<file path="src/rtl/aes_spi_responder.sv">
// Serial front-end for an AES core: receives block+key MSB first, pulses the
// core, then streams the core's result back out on Miso.
module aes_spi_responder #(
  parameter int nk = 8,
  parameter int nb = 4
) (
  input  logic              clk,
  input  logic              rst,
  input  logic              cs,
  input  logic              Mosi,
  input  logic              in_valid,
  output logic              Miso,
  output logic              out_valid,
  output logic              busy,
  output logic              core_start,
  output logic [32*nb-1:0]  core_msg,
  output logic [32*nk-1:0]  core_key,
  input  logic              core_done,
  input  logic [32*nb-1:0]  core_result
);

  localparam int NB = 32 * nb;
  localparam int NK = 32 * nk;
  localparam int N  = NB + NK;
  localparam int CW = $clog2(N + 1);
  localparam logic [CW-1:0] LAST_RX = CW'(N - 1);
  localparam logic [CW-1:0] LAST_TX = CW'(NB - 1);

  typedef enum logic [2:0] {IDLE, RECV, START, WAIT, SEND} state_t;

  state_t          state, state_next;
  logic [CW-1:0]   bit_cnt;
  logic [N-1:0]    shift_reg;
  logic [N-1:0]    shift_next;
  logic [NB-1:0]   tx_reg;

  assign shift_next = {shift_reg[N-2:0], Mosi};

  always_ff @(posedge clk) begin
    if (rst) state <= IDLE;
    else     state <= state_next;
  end

  // Dropping cs aborts any non-idle state; core_done only matters in WAIT.
  always_comb begin
    state_next = state;
    unique case (state)
      IDLE:  if (cs) state_next = RECV;
      RECV:  if (!cs) state_next = IDLE;
             else if (in_valid && bit_cnt == LAST_RX) state_next = START;
      START: state_next = cs ? WAIT : IDLE;
      WAIT:  if (!cs) state_next = IDLE;
             else if (core_done) state_next = SEND;
      SEND:  if (!cs || bit_cnt == LAST_TX) state_next = IDLE;
      default: state_next = IDLE;
    endcase
  end

  always_comb begin
    busy       = (state != IDLE);
    core_start = (state == START);
    out_valid  = (state == SEND);
    Miso       = (state == SEND) & tx_reg[NB-1];
  end

  // The counter tracks received bits in RECV and transmitted bits in SEND.
  always_ff @(posedge clk) begin
    if (rst) begin
      bit_cnt   <= '0;
      shift_reg <= '0;
      tx_reg    <= '0;
      core_msg  <= '0;
      core_key  <= '0;
    end else begin
      unique case (state)
        IDLE: begin
          if (cs && in_valid) begin
            shift_reg <= shift_next;
            bit_cnt   <= CW'(1);
          end else begin
            bit_cnt   <= '0;
          end
        end
        RECV: begin
          if (!cs) begin
            bit_cnt <= '0;
          end else if (in_valid) begin
            shift_reg <= shift_next;
            if (bit_cnt == LAST_RX) begin
              core_msg <= shift_next[N-1 -: NB];
              core_key <= shift_next[NK-1:0];
              bit_cnt  <= '0;
            end else begin
              bit_cnt  <= bit_cnt + 1'b1;
            end
          end
        end
        START: bit_cnt <= '0;
        WAIT: begin
          bit_cnt <= '0;
          if (cs && core_done) tx_reg <= core_result;
        end
        SEND: begin
          if (!cs || bit_cnt == LAST_TX) begin
            bit_cnt <= '0;
          end else begin
            bit_cnt <= bit_cnt + 1'b1;
          end
          tx_reg <= {tx_reg[NB-2:0], 1'b0};
        end
        default: bit_cnt <= '0;
      endcase
    end
  end

endmodule
</file>
<file path="config.mk">
export PLATFORM = sky130hd
export DESIGN_NAME = aes_spi_responder
export DESIGN_NICKNAME = d
export VERILOG_FILES = /design/src/rtl/aes_spi_responder.sv
export SDC_FILE = /design/constraint.sdc
export NUM_CORES = 2
export LEC_CHECK = 0
export ABC_AREA = 0
export CORE_MARGIN = 3
export CORE_UTILIZATION = 55
export CTS_BUF_LIST = sky130_fd_sc_hd__clkbuf_4 sky130_fd_sc_hd__clkbuf_8
export DETAILED_ROUTE_END_ITERATION = 12
export GPL_TIMING_DRIVEN = 0
export PLACE_DENSITY_LB_ADDON = 0.25
export SLEW_MARGIN = 0
export SYNTH_ARGS = -nofsm -noshare
export SYNTH_HDL_FRONTEND = slang
export SYNTH_SLANG_ARGS = --single-unit
</file>
<file path="constraint.sdc">
create_clock -name clk -period 2.2 [get_ports clk]
set_clock_uncertainty 0.05 [all_clocks]
set_input_delay 0.44 -clock clk [delete_from_list [all_inputs] [get_ports clk]]
set_output_delay 0.44 -clock clk [all_outputs]
set_load 0.05 [all_outputs]
</file>
==> results.sh <==
export IMPL_rsz0062_at_grt="yes"
export IMPL_vias=29300
export IMPL_period_minus_slack_ns=2.34
export IMPL_worst_slack_ns=-0.137
export IMPL_async_flop_share_pct=0
export IMPL_min_path_type="primary input to flop"
export IMPL_p_sw_uw=7230
export IMPL_gp_congestion=0.861
export IMPL_critPathMaxStageDelay_ns=0.37
export IMPL_synth_edf_count=0
export IMPL_hpwl_microns=62600
export IMPL_p_comb_share_pct=3.0
export IMPL_drc=0
export IMPL_crit_arrival_ns=1.85
export IMPL_finalCritPeriodShare_pct=106
export IMPL_largest_register_ffs=383
export IMPL_hold_viol_final=0
export IMPL_grt_max_degree=17
export IMPL_critPathKind="flop to output pin"
export IMPL_firstDrtPassIters=6
export IMPL_synth_seq_area_share_pct=56.6
export IMPL_place_ws_ns=-1.04
export IMPL_cts_tree="done"
export IMPL_die_h_microns=247
export IMPL_synthDistinctLibCells=51
export IMPL_clkLatencyLatePin_ns=0.80
export IMPL_antenna_found_initial=3
export IMPL_syn_avg_cell_area_sq_um=8.02
export IMPL_post_drt_wl_per_cell_microns=16.2
export IMPL_ant_nets=0
export IMPL_syn_num_nets=4135
export IMPL_netlist_area_sq_mm=0.0321
export IMPL_cts_root_buffer="clkbuf_8"
export IMPL_p_int_uw=25300
export IMPL_cts_buffers_inserted=144
export IMPL_slew_viol_final=0
export IMPL_critPathSlowestCell="dfxtp_4"
export IMPL_core_area_sq_mm=0.0570
export IMPL_power_density_mw_per_mm2=778
export IMPL_path_cells="nor3b_4 -> clkbuf_8 -> and2_4 -> buf_8"
export IMPL_ys_warn_count=0
export IMPL_p_leak_uw=0.0143
export IMPL_synth_ff_type="dfxtp_1"
export IMPL_violations="negative setup slack"
export IMPL_cts_max_level=4
export IMPL_setup_viol=4
export IMPL_die_x_microns=247
export IMPL_dieArea_sq_mm=0.0612
export IMPL_rows=87
export IMPL_grt_usage_pct=28.3
export IMPL_drt_wl_total_microns=90000
export IMPL_ys_seq_elements=907
export IMPL_worst_pin_slew_ns=0.967
export IMPL_ir_drop_mv=0.555
export IMPL_cts_sinks=907
export IMPL_synthCells=4000
export IMPL_vias_per_cell=5.27
export IMPL_p_seq_share_pct=50.5
export IMPL_drtIter0Drc=1732
export IMPL_grt_pass1_wl_microns=139000
export IMPL_start_util_pct=56.2
export IMPL_fmax_mhz=428
export IMPL_path_clk_slew_ns=0.06
export IMPL_grt_pass1_vias=27700
export IMPL_p_clk_share_pct=46.5
export IMPL_relSlewSlack_pct=35.6
export IMPL_critPathMaxFanout=3
export IMPL_layout_drive_gt1_share_pct=14.0
export IMPL_cp_required_ns=1.71
export IMPL_nets=4814
export IMPL_clk_path_buf_depth=3
export IMPL_holdWs_ns=0.0831
export IMPL_switching_share_pct=22.2
export IMPL_area_growth_pct=30.3
export IMPL_worstSetupStartpointType="flop"
export IMPL_overflow=0
export IMPL_outcome="complete, but fails checks"
export IMPL_numPortBuffers=519
export IMPL_maxCapViolations=0
export IMPL_nFillCells=4399
export IMPL_end_kind="output pin"
export IMPL_ioPinCount=522
## layout by cell type, fill, tap and decap left out, types with 6 or more instances in the layout
cell	instances
clkdlybuf4s15_1	94
nand2_1	1667
dfxtp_1	902
clkdlybuf4s15_2	205
clkbuf_4	54
nor2_1	9
dlygate4sd2_1	70
clkbuf_1	157
a22oi_1	126
clkbuf_8	186
buf_1	7
buf_12	6
clkdlybuf4s50_1	131
buf_4	19
a21oi_1	902
clkinv_2	14
buf_6	43
clkbuf_2	34
buf_2	75
## per-layer routing
layer  GRT usage [%]  vias up  share of wire (%)
li1                -    14500                  -
met1            32.5    13700                 40
met2            48.3      849                 48
met3            8.61      205                7.8
met4            13.0        2                4.0
met5               0        -              0.014
## layout make-up
cell class / count / area (sq um) / area share (%)
Antenna cell: 2 / 5.00 / 0.0120
Buffer: 320 / 1790 / 4.29
Clock buffer: 230 / 2880 / 6.89
Clock inverter: 25 / 216 / 0.518
Inverter: 4 / 15.0 / 0.0359
Multi-Input combinational cell: 2767 / 12300 / 29.5
Sequential cell: 907 / 18200 / 43.5
Tap cell: 756 / 946 / 2.26
Timing Repair Buffer: 535 / 5440 / 13.0
## metrics by stage
stage	utilization [%]	total power, uW	instance area [sq um]	instances	TNS [ns]
after CTS	73.0	32700	41600	5539	-0.552
after floorplan	-	17300	32100	4000	0
final	73.3	32500	41800	5546	-0.375
after detailed placement	67.0	17700	38200	5275	-708.99
after global routing	73.3	33500	41800	5546	-2.01
after global placement	67.0	17700	38200	5275	-692.24
## power groups by stage
stage	clock network [uW]	registers (uW)	logic [uW]
finish	15100	16400	970
global route	16000	16400	1050
CTS	15300	16400	951
detailed placement	0	16800	929
global placement	0	16800	927
floorplan	0	16800	458
## cells by family (layout without fill, tap and decap cells)
family / after synthesis / count (layout) / synth area share, %
flip-flops: 907 / 907 / 56.6
other: 0 / 2 / 0
multiplexers: 2 / 2 / 0.0624
XOR/XNOR: 4 / 4 / 0.109
buffers and inverters: 326 / 1114 / 5.11
AND/OR/NAND/NOR: 1709 / 1709 / 20.4
adder cells (fa/ha/maj): 1 / 1 / 0.0390
AO/OA/AOI/OAI: 1051 / 1051 / 17.6
## synth_stat cells (2+ instances only)
| cell type | count | share of area (%) |
|---|---|---|
| nand2b_1 | 3 | 0.059 |
| mux2i_1 | 2 | 0.062 |
| xor2_1 | 4 | 0.11 |
| a21oi_1 | 902 | 14 |
| buf_1 | 13 | 0.15 |
| clkbuf_1 | 178 | 2.1 |
| nor3_1 | 3 | 0.047 |
| nand2_1 | 1668 | 20 |
| nand3b_1 | 3 | 0.070 |
| o2111ai_1 | 4 | 0.11 |
| and3_1 | 2 | 0.039 |
| o21a_1 | 2 | 0.047 |
| o21ai_0 | 2 | 0.031 |
| nand4bb_1 | 4 | 0.14 |
| inv_1 | 4 | 0.047 |
| dfxtp_1 | 907 | 57 |
| a21boi_0 | 2 | 0.047 |
| or4_1 | 2 | 0.047 |
| buf_6 | 40 | 1.4 |
| buf_2 | 89 | 1.4 |
| a22oi_1 | 126 | 2.9 |
| nor2_1 | 9 | 0.11 |
| nand3_1 | 2 | 0.031 |
| o211ai_1 | 2 | 0.047 |
## path summary, 6_finish.rpt
check | from | end | slack [ns] | depth (start not counted)
worst max register to register | state[0]$_SDFFE_PP0P_ | core_key[120]$_SDFFE_PP0P_ | 0.05 | 10
worst max-delay path | state[0]$_SDFFE_PP0P_ | Miso | -0.14 | 4
worst min-delay path | in_valid | bit_cnt[1]$_SDFFE_PP0P_ | 0.08 | 4
worst min register to register | core_key[166]$_SDFFE_PP0P_ | core_key[166]$_SDFFE_PP0P_ | 0.40 | 2
## worst max-delay path, delay by kind of cell (launching register included)
| kind | cells | cell delay [ns] |
|---|---|---|
| flip-flops | 1 | 0.37 |
| buffers and inverters | 2 | 0.31 |
| AND/OR/NAND/NOR | 2 | 0.40 |
## what timing repair did
item	CTS	global route
endpoints found under the setup margin	1247	676
cloned	0	0
setup buffers	10	6
resized for setup	944	105
hold buffers	0	0
pin swaps	4	5
Note: power is estimated with default switching activity, not from simulation.
